### src/rtl/macc_dot_sequencer.sv
// macc_dot_sequencer: drives one signed MACC unit (2-stage input/mult pipeline plus
// loadable accumulator) to form the dot product of two vectors held in sync-read
// memories A and B. A job is accepted in IDLE, operands are streamed during FETCH,
// DRAIN lets the MACC pipeline empty, and DONE presents the sum on a valid/ready port.
module macc_dot_sequencer #(
    parameter int SIZEIN  = 16,
    parameter int SIZEOUT = 40,
    parameter int ADDR_W  = 10
) (
    input  logic                      clk,
    input  logic                      rst_n,
    input  logic                      start,
    input  logic [ADDR_W-1:0]         cfg_base_a,
    input  logic [ADDR_W-1:0]         cfg_base_b,
    input  logic [ADDR_W:0]           cfg_len,
    output logic                      busy,
    output logic                      mem_a_en,
    output logic [ADDR_W-1:0]         mem_a_addr,
    input  logic signed [SIZEIN-1:0]  mem_a_dout,
    output logic                      mem_b_en,
    output logic [ADDR_W-1:0]         mem_b_addr,
    input  logic signed [SIZEIN-1:0]  mem_b_dout,
    output logic                      mac_ce,
    output logic                      mac_sload,
    output logic signed [SIZEIN-1:0]  mac_a,
    output logic signed [SIZEIN-1:0]  mac_b,
    input  logic signed [SIZEOUT-1:0] mac_accum,
    output logic                      res_valid,
    output logic signed [SIZEOUT-1:0] res_data,
    input  logic                      res_ready
);

    typedef enum logic [1:0] {
        IDLE,
        FETCH,
        DRAIN,
        DONE
    } state_t;

    localparam logic [ADDR_W:0]   LEN_ONE  = {{ADDR_W{1'b0}}, 1'b1};
    localparam logic [ADDR_W-1:0] ADDR_ONE = {{(ADDR_W-1){1'b0}}, 1'b1};

    state_t            state;
    logic [ADDR_W:0]   len_q;
    logic [ADDR_W:0]   k;
    logic [1:0]        drain_cnt;
    logic              issue;
    logic              sload_pre;

    // Memory data arrives one cycle after each enabled read, so operands pass straight
    // through while issue is high and are forced to zero otherwise.
    assign mac_a = issue ? mem_a_dout : '0;
    assign mac_b = issue ? mem_b_dout : '0;

    // Job sequencing FSM; every control output is registered here.
    always_ff @(posedge clk or negedge rst_n) begin
        if (!rst_n) begin
            state      <= IDLE;
            len_q      <= '0;
            k          <= '0;
            drain_cnt  <= '0;
            issue      <= 1'b0;
            sload_pre  <= 1'b0;
            busy       <= 1'b0;
            mem_a_en   <= 1'b0;
            mem_b_en   <= 1'b0;
            mem_a_addr <= '0;
            mem_b_addr <= '0;
            mac_ce     <= 1'b0;
            mac_sload  <= 1'b0;
            res_valid  <= 1'b0;
            res_data   <= '0;
        end else begin
            // Issue window trails the read-enable window by the memory read latency;
            // the accumulator restart lands two cycles after the first fetch cycle so it
            // meets the first product at the MACC adder.
            issue     <= mem_a_en;
            sload_pre <= (state == FETCH) && (k == '0);
            mac_sload <= sload_pre;

            case (state)
                IDLE: begin
                    if (start) begin
                        busy       <= 1'b1;
                        len_q      <= cfg_len;
                        k          <= '0;
                        mem_a_addr <= cfg_base_a;
                        mem_b_addr <= cfg_base_b;
                        if (cfg_len == '0) begin
                            state <= DONE;
                        end else begin
                            mem_a_en <= 1'b1;
                            mem_b_en <= 1'b1;
                            state    <= FETCH;
                        end
                    end
                end

                FETCH: begin
                    if (k == '0) begin
                        mac_ce <= 1'b1;
                    end
                    if (k == len_q - LEN_ONE) begin
                        mem_a_en  <= 1'b0;
                        mem_b_en  <= 1'b0;
                        drain_cnt <= '0;
                        state     <= DRAIN;
                    end else begin
                        k          <= k + LEN_ONE;
                        mem_a_addr <= mem_a_addr + ADDR_ONE;
                        mem_b_addr <= mem_b_addr + ADDR_ONE;
                    end
                end

                DRAIN: begin
                    if (drain_cnt == 2'd2) begin
                        mac_ce <= 1'b0;
                        state  <= DONE;
                    end else begin
                        drain_cnt <= drain_cnt + 2'd1;
                    end
                end

                DONE: begin
                    if (!res_valid) begin
                        res_data  <= (len_q == '0) ? '0 : mac_accum;
                        res_valid <= 1'b1;
                    end else if (res_ready) begin
                        res_valid <= 1'b0;
                        busy      <= 1'b0;
                        state     <= IDLE;
                    end
                end

                default: state <= IDLE;
            endcase
        end
    end

endmodule

### config.mk
export PLATFORM = sky130hd
export DESIGN_NAME = macc_dot_sequencer
export DESIGN_NICKNAME = d
export VERILOG_FILES = /design/src/rtl/macc_dot_sequencer.sv
export SDC_FILE = /design/constraint.sdc
export NUM_CORES = 1
export LEC_CHECK = 0
export BUFFER_PORTS_ARGS = -buffer_cell sky130_fd_sc_hd__buf_2
export CORE_MARGIN = 3
export CORE_UTILIZATION = 50
export CTS_CLUSTER_DIAMETER = 40
export DETAILED_ROUTE_END_ITERATION = 10
export GPL_ROUTABILITY_DRIVEN = 0
export PLACE_DENSITY = 0.91
export SYNTH_ARGS = -nofsm -noshare
export SYNTH_HDL_FRONTEND = slang
export SYNTH_SLANG_ARGS = --single-unit
### constraint.sdc
create_clock -name clk -period 7.2 [get_ports clk]
set_clock_uncertainty 0.1 [all_clocks]
set_input_delay 0.36 -clock clk [delete_from_list [all_inputs] [get_ports clk]]
set_output_delay 0.36 -clock clk [all_outputs]
set_load 0.01 [all_outputs]
==> flow_metrics.env <==
export IMPL_r2r_setup_slack_ns=3.42
export IMPL_yosys_top_cells_count="93 x dfrtp_1, 40 x a22o_1, 40 x nand2_1"
export IMPL_power_frac_seq=0.371
export IMPL_die_area_um2=11300
export IMPL_final_cells=827
export IMPL_hold_viol=0
export IMPL_dp_cells=810
export IMPL_hpwlAfterDp_mm=10.70
export IMPL_critical_path_class="reg -> reg"
export IMPL_power_mw=2.687
export IMPL_viasPerCell=5.926
export IMPL_initial_core_util=0.5294
export IMPL_maxSlewViolCount=0
export IMPL_synth_nets=624
export IMPL_die_x_um=106.3
export IMPL_ioPinCount=205
export IMPL_core_um2=9503
export IMPL_grtUsageTotal=0.2533
export IMPL_clkLatencyLatePin_ns=0.37
export IMPL_grt_pass1_wl_mm=23.20
export IMPL_min_period_ns=3.781
export IMPL_synth_warnings=0
export IMPL_worst_slew_pin_transition_ns=1.033
export IMPL_async_flop_share=1.000
export IMPL_htree_levels=3
export IMPL_setup_viol=0
export IMPL_n_antenna_cell=0
export IMPL_synth_cells=506
export IMPL_first_global_vias=4779
export IMPL_cts_root_buffer="clkbuf_8"
export IMPL_wirelength_mm=14.47
export IMPL_clk_pin_slew_ns=0.11
export IMPL_grt_remaining_overflow=0
export IMPL_ys_seq_area_frac=0.4626
export IMPL_r2r_cells=7
export IMPL_yosysMostFrequentCell="dfrtp_1"
export IMPL_numCtsBuffers=9
export IMPL_synth_area_leader_cell="dfrtp_1"
export IMPL_syn_to_final_growth_pct=25.39
export IMPL_cts_buffer_depth=2
export IMPL_period_share=0.5252
export IMPL_crit_path_end_kind="register"
export IMPL_p_leak_nw=3.115
export IMPL_synth_area_um2=5031
export IMPL_synth_top_area_frac=0.4626
export IMPL_drc=0
export IMPL_die_y_um=106.3
export IMPL_switching_share=0.4482
export IMPL_ir_drop_uv=289.5
export IMPL_p_comb_frac=0.503
export IMPL_port_buffers=204
export IMPL_antenna_left=0
export IMPL_intPower_mw=1.482
export IMPL_first_pass_iters=6
export IMPL_routedWlPerCell_um=17.50
export IMPL_syn_area_per_cell_um2=9.943
export IMPL_maxCapViolations=0
export IMPL_synth_edf_count=0
export IMPL_rsz0062_at_grt="no"
export IMPL_clock_sinks=93
export IMPL_nNetsFinal=811
export IMPL_power_per_cell_area_nw_per_um2=425.9
export IMPL_r2r_start="state[0]"
export IMPL_startpoint_type="register"
export IMPL_fmax_mhz=264.5
export IMPL_worstHoldPathType="in -> reg"
export IMPL_crit_path_start="state[0]"
export IMPL_ys_seq_elements=93
export IMPL_required_ns=7.36
export IMPL_cts_tree="yes"
export IMPL_p_switching_mw=1.204
export IMPL_hold_ws_ns=0.09317
export IMPL_hold_depth=2
export IMPL_clock_power_share=0.126
export IMPL_status="finished clean"
export IMPL_grt_max_degree=72
export IMPL_synthTopCellsByArea="dfrtp_1 46%, a22o_1 7.0%, and2_1 4.2%, mux2_2 3.1%, nand2_1 3.0%"
export IMPL_synth_main_ff_cell="dfrtp_1"
export IMPL_maxSlewHeadroom=0.3098
export IMPL_worstReg2RegEnd="state[1]"
export IMPL_path_max_fanout=25
export IMPL_drtIter0Drc=419
export IMPL_vias=4901
export IMPL_critPathCapture="state[1]"
export IMPL_drive_above_1_share=0.3596
export IMPL_rows=35
export IMPL_synth_cell_types=61
export IMPL_antenna_found_initial=0
export IMPL_arrival_ns=3.94
export IMPL_fin_setup_tns_ns=0
export IMPL_post_cts_buffers=0
[worst max-delay path: stages (launching register included)]
cell and delay, ns:
dfrtp_1 0.42, inv_1 0.12, ha_1 0.55, nand2_1 0.78, nand2_1 0.86, nand2_1 0.21, a211o_1 0.32, mux2_4 0.30
[final cells by class]
class,instances,area [um2]
Clock inverter,7,62.56
Fill cell,749,3194
Tap cell,129,161.4
Timing Repair Buffer,209,1064
Clock buffer,9,123.9
Inverter,17,63.81
Multi-Input combinational cell,363,2506
Sequential cell,93,2327
[worst min-delay path by stage]
stage                   from           end  slack [ns]
5_1_grt         mac_accum[6]   res_data[6]        0.08
3_3_place_gp           rst_n  res_data[27]        0.17
4_1_cts        mac_accum[18]  res_data[18]        0.09
3_5_place_dp           rst_n  res_data[27]        0.17
2_1_floorplan          rst_n          busy       -0.04
6_report       mac_accum[17]  res_data[17]        0.09
[per-stage QoR]
step | util | area (um2) | setup WS, ns
3_5_place_dp | 0.6432 | 6112 | 3.514
6_report | 0.6639 | 6309 | 3.419
4_1_cts | 0.6639 | 6309 | 3.509
5_1_grt | 0.6639 | 6309 | 3.167
3_3_place_gp | 0.6432 | 6112 | 3.715
2_1_floorplan | - | 5031 | 4.008
[layer usage]
metal / GRT usage / up-vias / part of all wire
met5: 0 / - / 0
met4: 0.08326 / 0 / 0.025
met3: 0.06740 / 39 / 0.11
met2: 0.4290 / 329 / 0.49
met1: 0.3146 / 2280 / 0.38
li1: - / 2253 / -
[kinds of logic (layout without fill, tap and decap cells)]
family | after synthesis | in the layout | share of synthesized area
compound gates | 138 | 138 | 0.2049
xor+xnor | 14 | 14 | 0.02437
fa+ha+maj | 11 | 11 | 0.02736
buf+inv | 50 | 242 | 0.04004
flops | 93 | 93 | 0.4626
mux | 22 | 22 | 0.04825
simple gates | 178 | 178 | 0.1925
[state kept, by name, indices dropped and copies added (netlist names)]
register and cells:
busy 1, drain_cnt 2, issue 1, k 11, len_q 11, mac_ce 1, mac_sload 1, mem_a_addr 10
mem_b_addr 10, mem_b_en 1, res_data 40, res_valid 1, sload_pre 1, state 2
[power by group through the flow]
stage	clock [mW]	sequential [mW]	combinational [mW]
finish	0.338	0.998	1.35
global route	0.365	1.04	1.48
CTS	0.338	0.992	1.35
detailed placement	0	0.993	1.35
global placement	0	0.983	1.28
floorplan	0	1.01	0.850
[placed cells by master, fill, tap and decap left out, types with 14 or more instances in the layout]
cell,Yosys,final
a21oi_1,22,21
a22o_1,40,40
and2_1,34,34
buf_2,2,203
dfrtp_1,93,93
inv_1,17,17
mux2_2,14,14
nand2_1,40,40
nand3_1,17,17
nor2_1,23,23
[timing repair]
item | 4_1_cts | 5_1_grt
resized for setup | 0 | 0
hold buffers | 1 | 0
hold endpoints to repair | 22 | 0
Power figures use the tool's default switching activity.
